===== src/rtl/dac_output_mixer.sv =====
// dac_output_mixer: per-channel DDS/custom-waveform source selection with
// click-free ramped switchover, followed by gain, envelope, offset and
// saturation, producing 14-bit offset-binary DAC codes.

// One output channel: envelope state machine plus a 4-stage datapath.
module dac_mixer_channel #(
  parameter int unsigned RAMP_STEP = 16
) (
  input  logic               clk,
  input  logic               reset,
  input  logic               tick,
  input  logic signed [13:0] dds_data,
  input  logic signed [13:0] wave_data,
  input  logic               wave_active,
  input  logic        [8:0]  gain,
  input  logic signed [13:0] offset,
  output logic        [13:0] dac_code,
  output logic               src_sel,
  output logic               busy
);

  typedef enum logic [1:0] {
    S_RUN,
    S_DOWN,
    S_SWAP,
    S_UP
  } state_t;

  localparam logic [9:0] STEP    = 10'(RAMP_STEP);
  localparam logic [8:0] ENV_MAX = 9'd256;

  state_t     state, state_nxt;
  logic [8:0] env, env_nxt;
  logic       cur_src, cur_src_nxt;
  logic [9:0] env_up;

  // Envelope/source control registers.
  always_ff @(posedge clk or posedge reset) begin
    if (reset) begin
      state   <= S_RUN;
      env     <= ENV_MAX;
      cur_src <= 1'b0;
    end else begin
      state   <= state_nxt;
      env     <= env_nxt;
      cur_src <= cur_src_nxt;
    end
  end

  // Next-state logic: ramp down, swap at zero envelope, ramp back up.
  // A reversal in S_DOWN/S_UP leaves env untouched so the output has no step.
  always_comb begin
    state_nxt   = state;
    env_nxt     = env;
    cur_src_nxt = cur_src;
    env_up      = {1'b0, env} + STEP;
    case (state)
      S_RUN: begin
        if (wave_active != cur_src) state_nxt = S_DOWN;
      end
      S_DOWN: begin
        if (wave_active == cur_src) begin
          state_nxt = S_UP;
        end else if (env == '0) begin
          state_nxt = S_SWAP;
        end else if (tick) begin
          env_nxt = ({1'b0, env} <= STEP) ? '0 : env - STEP[8:0];
        end
      end
      S_SWAP: begin
        cur_src_nxt = wave_active;
        state_nxt   = S_UP;
      end
      S_UP: begin
        if (wave_active != cur_src) begin
          state_nxt = S_DOWN;
        end else if (env == ENV_MAX) begin
          state_nxt = S_RUN;
        end else if (tick) begin
          env_nxt = (env_up >= {1'b0, ENV_MAX}) ? ENV_MAX : env_up[8:0];
        end
      end
      default: state_nxt = S_RUN;
    endcase
  end

  assign src_sel = cur_src;
  assign busy    = (state != S_RUN);

  logic signed [13:0] smp_r;
  logic        [8:0]  env1_r;
  logic signed [13:0] g_r;
  logic        [8:0]  env2_r;
  logic signed [13:0] e_r;
  logic        [13:0] code_r;

  logic signed [23:0] gain_prod, gain_shr, env_prod;
  logic signed [13:0] g_sat, e_val, s_sat;
  logic signed [14:0] sum;

  // Datapath arithmetic: gain with saturation, envelope scaling, offset clamp.
  always_comb begin
    gain_prod = 24'(smp_r) * 24'($signed({1'b0, gain}));
    gain_shr  = gain_prod >>> 8;
    if (gain_shr > 24'sd8191)       g_sat = 14'sh1FFF;
    else if (gain_shr < -24'sd8192) g_sat = 14'sh2000;
    else                            g_sat = 14'(gain_shr);

    // |g * env / 256| never exceeds |g| since env <= 256, so truncation is exact.
    env_prod = 24'(g_r) * 24'($signed({1'b0, env2_r}));
    e_val    = 14'(env_prod >>> 8);

    sum = 15'(e_r) + 15'(offset);
    if (sum > 15'sd8191)       s_sat = 14'sh1FFF;
    else if (sum < -15'sd8192) s_sat = 14'sh2000;
    else                       s_sat = 14'(sum);
  end

  // Four pipeline stages: select, gain, envelope, offset/convert.
  always_ff @(posedge clk or posedge reset) begin
    if (reset) begin
      smp_r  <= '0;
      env1_r <= '0;
      g_r    <= '0;
      env2_r <= '0;
      e_r    <= '0;
      code_r <= 14'h2000;
    end else begin
      smp_r  <= cur_src ? wave_data : dds_data;
      env1_r <= env;
      g_r    <= g_sat;
      env2_r <= env1_r;
      e_r    <= e_val;
      code_r <= s_sat ^ 14'h2000;
    end
  end

  assign dac_code = code_r;

endmodule

// Top level: shared ramp prescaler and two independent channels.
module dac_output_mixer #(
  parameter int unsigned RAMP_DIV  = 4,
  parameter int unsigned RAMP_STEP = 16
) (
  input  logic        clk,
  input  logic        reset,
  input  logic [13:0] dds_data_a,
  input  logic [13:0] dds_data_b,
  input  logic [13:0] wave_data_a,
  input  logic [13:0] wave_data_b,
  input  logic        wave_active_a,
  input  logic        wave_active_b,
  input  logic [8:0]  gain_a,
  input  logic [8:0]  gain_b,
  input  logic [13:0] offset_a,
  input  logic [13:0] offset_b,
  output logic [13:0] dac_code_a,
  output logic [13:0] dac_code_b,
  output logic        src_sel_a,
  output logic        src_sel_b,
  output logic        busy_a,
  output logic        busy_b
);

  localparam int unsigned    CNT_W    = (RAMP_DIV > 1) ? $clog2(RAMP_DIV) : 1;
  localparam logic [CNT_W-1:0] CNT_LAST = CNT_W'(RAMP_DIV - 1);

  logic [CNT_W-1:0] cnt;
  logic             tick;

  // Free-running prescaler counting 0..RAMP_DIV-1.
  always_ff @(posedge clk or posedge reset) begin
    if (reset)                 cnt <= '0;
    else if (cnt == CNT_LAST)  cnt <= '0;
    else                       cnt <= cnt + CNT_W'(1);
  end

  assign tick = (cnt == CNT_LAST);

  dac_mixer_channel #(.RAMP_STEP(RAMP_STEP)) u_chan_a (
    .clk         (clk),
    .reset       (reset),
    .tick        (tick),
    .dds_data    (dds_data_a),
    .wave_data   (wave_data_a),
    .wave_active (wave_active_a),
    .gain        (gain_a),
    .offset      (offset_a),
    .dac_code    (dac_code_a),
    .src_sel     (src_sel_a),
    .busy        (busy_a)
  );

  dac_mixer_channel #(.RAMP_STEP(RAMP_STEP)) u_chan_b (
    .clk         (clk),
    .reset       (reset),
    .tick        (tick),
    .dds_data    (dds_data_b),
    .wave_data   (wave_data_b),
    .wave_active (wave_active_b),
    .gain        (gain_b),
    .offset      (offset_b),
    .dac_code    (dac_code_b),
    .src_sel     (src_sel_b),
    .busy        (busy_b)
  );

endmodule


===== config.mk =====
export PLATFORM = sky130hd
export DESIGN_NAME = dac_output_mixer
export DESIGN_NICKNAME = d
export VERILOG_FILES = /design/src/rtl/dac_output_mixer.sv
export SDC_FILE = /design/constraint.sdc
export NUM_CORES = 1
export LEC_CHECK = 0
export CAP_MARGIN = 10
export CORE_ASPECT_RATIO = 0.5
export CORE_MARGIN = 3
export CORE_UTILIZATION = 40
export CTS_BUF_LIST = sky130_fd_sc_hd__clkbuf_8
export DETAILED_ROUTE_END_ITERATION = 8
export GPL_ROUTABILITY_DRIVEN = 0
export PLACE_DENSITY_LB_ADDON = 0.2
export SYNTH_ARGS = -nofsm -noshare
export SYNTH_HDL_FRONTEND = slang
export SYNTH_HIERARCHICAL = 1
export SYNTH_SLANG_ARGS = --single-unit

===== constraint.sdc =====
create_clock -name clk -period 17.11 [get_ports clk]
set_input_delay 2.5665 -clock clk [delete_from_list [all_inputs] [get_ports clk]]
set_output_delay 2.5665 -clock clk [all_outputs]
set_load 0.005 [all_outputs]

==> results of run 1 <==
==> state kept, by name (all words and copies together) (netlist names), 5 cells and up <==
signal             flops
u_chan_b/smp_r        14
u_chan_b/e_r          14
u_chan_b/g_r          14
u_chan_b/env2_r        5
u_chan_a/dac_code     14
u_chan_b/dac_code     14
u_chan_a/env1_r        5
u_chan_a/env           5
u_chan_a/env2_r        5
u_chan_a/g_r          14
u_chan_b/env           5
u_chan_a/smp_r        14
u_chan_b/env1_r        5
u_chan_a/e_r          14
==> cell families (layout without fill, tap and decap cells) <==
kind of cell             Yosys count  after routing  synth area share (%)
AO/OA/AOI/OAI                    279            279                  8.60
other                              4             49                0.0675
flip-flops                       150            150                  16.9
buffers and inverters            541            649                  9.29
adder cells (fa/ha/maj)          613            613                  45.5
XOR/XNOR                         102            102                  4.02
AND/OR/NAND/NOR                  581            581                  13.7
multiplexers                      37             37                  1.87
==> through the flow <==
stage                     cell area (um^2)  hold WS, ps  std cells  setup WS [ps]  util [%]
final                                24900          342       3204           8720      45.8
after global routing                 24900          357       3204           8290      45.8
after CTS                            24900          347       3201           8740      45.8
after detailed placement             24400          335       3169           8210      45.0
after global placement               24400          332       3169           8320      45.0
after floorplan                      22400          331       2349           9160         -
==> per-layer routing <==
layer	wire length, um	up-vias	track usage [%]
li1	-	7394	-
met1	19000	7289	18.8
met2	21700	148	28.4
met3	1190	30	2.53
met4	594	0	3.21
met5	0	-	0
==> cell type report <==
cell class,count,area (um^2)
fill,5228,29500
tap,744,931
inverter,478,1800
antenna,3,7.51
clock buffer,17,234
sequential,150,3760
clock inverter,15,203
timing repair buffer,139,1390
multi-input combinational,1658,16600
==> placed cells by master, fill, tap and decap left out, drive strengths merged, types with 26 or more instances in the layout <==
cell type and instances:
inv 485, fa 328, ha 283, and2 248
nand2 184, dfrtp 146, clkdlybuf4s50 137, a21oi 91
xnor2 66, o21ai 51, conb 46, a21o 44
nor2 44, xor2 36, mux2 34, nand3 26
==> worst min path at each step <==
stage	end	slack [ps]	cells after the start
after floorplan	u_chan_a/env2_r[4]$_DFF_PP0_	330	0
after CTS	u_chan_a/env2_r[6]$_DFF_PP0_	350	0
after detailed placement	u_chan_a/env2_r[8]$_DFF_PP0_	330	0
after global routing	u_chan_a/env2_r[6]$_DFF_PP0_	360	0
final	u_chan_a/env2_r[6]$_DFF_PP0_	340	0
after global placement	u_chan_b/env2_r[6]$_DFF_PP0_	330	0
==> critical path, delay by kind of cell <==
kind | cells | cell delay (ps)
AOI/OAI and AO/OA | 5 | 1310
adders and majority gates | 6 | 3010
and+or+nand+nor | 3 | 820
buffers and inverters | 6 | 1050
==> results.cfg, run 1 <==
[outcome]
outcome = finished, final reports clean

[grt]
grt_use_total_pct = 15.3
grt_max_degree = 75
grt.overflow.total = 0
antenna_found_initial = 3
grt_pass1_vias = 16100
grt_pass1_wl_um = 75400

[clock_network]
clk_latency_ps = 490
cts_tree = built
htree_levels = 4
postCtsHoldBufs = 0
path_clk_slew_ps = 100
cts_resized = 0
cts_root_buffer = clkbuf_8
clockBufferDepth = 2
cts_buffers = 17
cts_setup_buffers = 0
cts.sinks = 150

[synth]
netlist.area_leader.share_pct = 29.5
postSynthCellCount = 2307
yosys.area.top_type = fa_1
synth_seq_cells = 150
ys_warn_count = 6
netlist_area_um2 = 22200
synth.area.top_cells = fa_1 30%, dfrtp_1 16%, ha_1 16%
ys_seq_area_share_pct = 16.9
syn_area_per_cell_um2 = 9.64
ys_types = 80
yosysMostFrequentCell = inv_1
synth_edf_count = 0
async_flop_share_pct = 100
synth_common_cells = 478 x inv_1, 328 x fa_1, 283 x ha_1
synthFlopType = dfrtp_1

[sta]
fin_crit_ps = 8390
drv_slew = 0
finalHoldViolCount = 0
grt_setup_unrepaired = false
finalSetupTns_ps = 0
worst_pin_slew_ps = 977
skew_ps = 20.6
slew_headroom_pct = 34.9
setup_viol = 0
post-route-period-util_pct = 49.1
max_freq_mhz = 119

[critical_path]
timing.rr.end = u_chan_a/g_r[0]$_DFF_PP0_
r2r_start = u_chan_a/smp_r[13]$_DFF_PP0_
worst-setup-path-type = input pin to flip-flop
cp_slowest_cell = clkdlybuf4s50_1
worstSetupEndpoint = u_chan_a/g_r[0]$_DFF_PP0_
crit_arrival_ps = 8770
worstSetupStartpoint = gain_a[4]
cp.required_ps = 17480
worstPathMaxFanout = 14
crit_chain = clkdlybuf4s50_1 -> nand2_1 -> inv_1 -> fa_1 -> inv_1 -> fa_1 -> inv_1 -> fa_1 -> fa_1 -> inv_1 -> fa_1 -> inv_1 -> ha_1 -> a21o_1 -> a21oi_1 -> o311ai_0 -> a211oi_2 -> nor3_1 -> or3b_4 -> a31o_1
start_kind = input pin
reg2regPathDepth = 18
worst_setup_path_end_kind = flip-flop
r2r_setup_slack_ps = 11040
cpPeakStageDelay_ps = 680

[route]
ant_nets = 0
vias = 14900
wl_per_cell_um = 13.3
first_pass_iters = 4
first_iter_violations = 487
post-route-drc-count = 0
drt-total-wl_um = 42500
vias_per_cell = 4.64

[cells_and_area]
fin_nets = 3161
area_growth_pct = 11.9
drive_above_1_share_pct = 4.52

[job]
max-cap-violations = 0

[floorplanning]
coreArea_um2 = 54400
initial_utilization_pct = 40.9
die_w_um = 339
rows = 60
ios = 138
die-area_um2 = 58600
die_h_um = 173

[placement]
hpwl_um = 36500
portBuffers = 137

[hold_path]
hold_path_startpoint = u_chan_a/env1_r[6]$_DFF_PP0_
min_path_type = flip-flop to flip-flop
Power of run 1 is not shown: default switching activity piles up to over one toggle a cycle in this logic, so the estimate is an artifact.
==> run 2, diff against run 1 <==
==> constraint.sdc (replaced) <==
create_clock -name clk -period 6.7 [get_ports clk]
set_input_delay 1.005 -clock clk [delete_from_list [all_inputs] [get_ports clk]]
set_output_delay 1.005 -clock clk [all_outputs]
set_load 0.005 [all_outputs]
==> results.cfg, run 2 (synthesis gave the netlist of run 1 again) <==
[outcome]
outcome = finished, final reports clean

[hold_path]
min_path_type = flip-flop to flip-flop
min_to = u_chan_a/env2_r[6]$_DFF_PP0_
hold_path_depth = 0
hold_path_startpoint = u_chan_a/env1_r[6]$_DFF_PP0_

[route]
wl_per_cell_um = 13.0
ant_nets = 0
first_iter_violations = 505
vias_per_cell = 4.60
vias = 15100
drt-total-wl_um = 42600
post-route-drc-count = 0
first_pass_iters = 4

[placement]
place_inst = 3245
portBuffers = 137
hpwl_um = 36600

[cells_and_area]
drive_above_1_share_pct = 7.42
fillers = 5262
final_common_cell = inv_1
area_growth_pct = 14.6
final_core_util_pct = 46.9
multiInputGateArea_um2 = 16600
register_area_um2 = 3760
final_cell_mix = 476 x inv_1, 328 x fa_1, 283 x ha_1, 248 x and2_1, 183 x nand2_1
stdcell_count = 3279
fin_nets = 3237

[clock_network]
cts_root_buffer = clkbuf_8
cts_buffers = 17
postCtsHoldBufs = 0
cts_tree = built
cts.sinks = 150
htree_levels = 4
path_clk_slew_ps = 100
clockBufferDepth = 2
clk_latency_ps = 490
cts_setup_buffers = 0

[sta]
max_freq_mhz = 156
finalHoldViolCount = 0
post-route-period-util_pct = 95.7
fin_crit_ps = 6410
setup_viol = 0
slew_headroom_pct = 35.3
grt_setup_unrepaired = false
drv_slew = 0
worst_pin_slew_ps = 970
skew_ps = 31.3

[grt]
grt_pass1_wl_um = 76000
grt.overflow.total = 0
grt_pass1_vias = 16200
antenna_found_initial = 2
grt_max_degree = 75
grt_use_total_pct = 15.5

[floorplanning]
die_h_um = 173
coreArea_um2 = 54400
die_w_um = 339
die-area_um2 = 58600
initial_utilization_pct = 40.9
rows = 60
ios = 138

[critical_path]
timing.rr.end = u_chan_a/g_r[0]$_DFF_PP0_
r2r_setup_slack_ps = 760
worst_setup_path_end_kind = flip-flop
cp.required_ps = 7080
start_kind = input pin
worstPathMaxFanout = 13
r2r_start = u_chan_a/smp_r[6]$_DFF_PP0_
reg2regPathDepth = 22
worst-setup-path-type = input pin to flip-flop
crit_arrival_ps = 6790

[job]
max-cap-violations = 0
run 2: cell types whose count changed in the layout (fill, tap and decap cells not counted), sizes merged:
| cell | change |
|---|---|
| dlymetal6s2s | +1 |
| buf | +76 |
| diode | -1 |
| inv | -1 |
| clkinv | +1 |
| clkdlybuf4s50 | -1 |
run 2: how the worst max path moves through the flow:
stage / start / to / depth (start not counted)
2_1_floorplan: gain_a[3] / u_chan_a/g_r[5]$_DFF_PP0_ / 24
3_3_place_gp: gain_a[3] / u_chan_a/g_r[0]$_DFF_PP0_ / 19
3_5_place_dp: gain_a[3] / u_chan_a/g_r[0]$_DFF_PP0_ / 19
4_1_cts: gain_a[3] / u_chan_a/g_r[0]$_DFF_PP0_ / 19
5_1_grt: gain_a[1] / u_chan_a/g_r[0]$_DFF_PP0_ / 21
6_report: gain_a[1] / u_chan_a/g_r[0]$_DFF_PP0_ / 23
run 2: cell type report:
| class | instances | share of cell area, % |
|---|---|---|
| antenna | 2 | 0.0196 |
| clock buffer | 17 | 0.918 |
| clock inverter | 15 | 0.712 |
| inverter | 478 | 7.05 |
| multi-input combinational | 1658 | 65.1 |
| sequential | 150 | 14.8 |
| tap | 744 | 3.65 |
| timing repair buffer | 215 | 7.84 |
run 2: critical path, cell delays in order:
cell and delay [ps]:
clkdlybuf4s50_1 640, nand2_1 110, fa_1 490, inv_1 50, fa_1 510, inv_1 50, fa_1 470, inv_1 50
fa_1 520, inv_1 50, fa_1 530, inv_1 40, ha_1 290, buf_4 140, a21oi_1 140, o211ai_1 150
nor2_4 160, o21ai_4 90, a21oi_2 200, o21a_1 200, o211a_1 200, or3b_4 460, a31o_1 240
run 2: layer usage:
metal  vias up  part of all wire (%)  track usage, %
li1       7541                     -               -
met1      7362                    45            19.2
met2       146                    50            28.3
met3        45                   2.9            2.60
met4         0                   1.9            3.70
met5         -                     0               0
run 2: metrics by stage:
step	area [um^2]	setup WS [ps]	setup TNS [ps]	hold WS [ps]
5_1_grt	25500	11.4	0	359
6_report	25500	289	0	350
3_3_place_gp	25100	-272	-3230	332
4_1_cts	25500	228	0	354
2_1_floorplan	22400	316	0	331
3_5_place_dp	25100	-318	-4060	335
run 2: repair_timing:
item | 4_1_cts | 5_1_grt
endpoints found under the setup margin | 0 | 13
hold endpoints to repair | 0 | 0
resized for setup | 0 | 2
Power of run 2 is left out for the same reason.
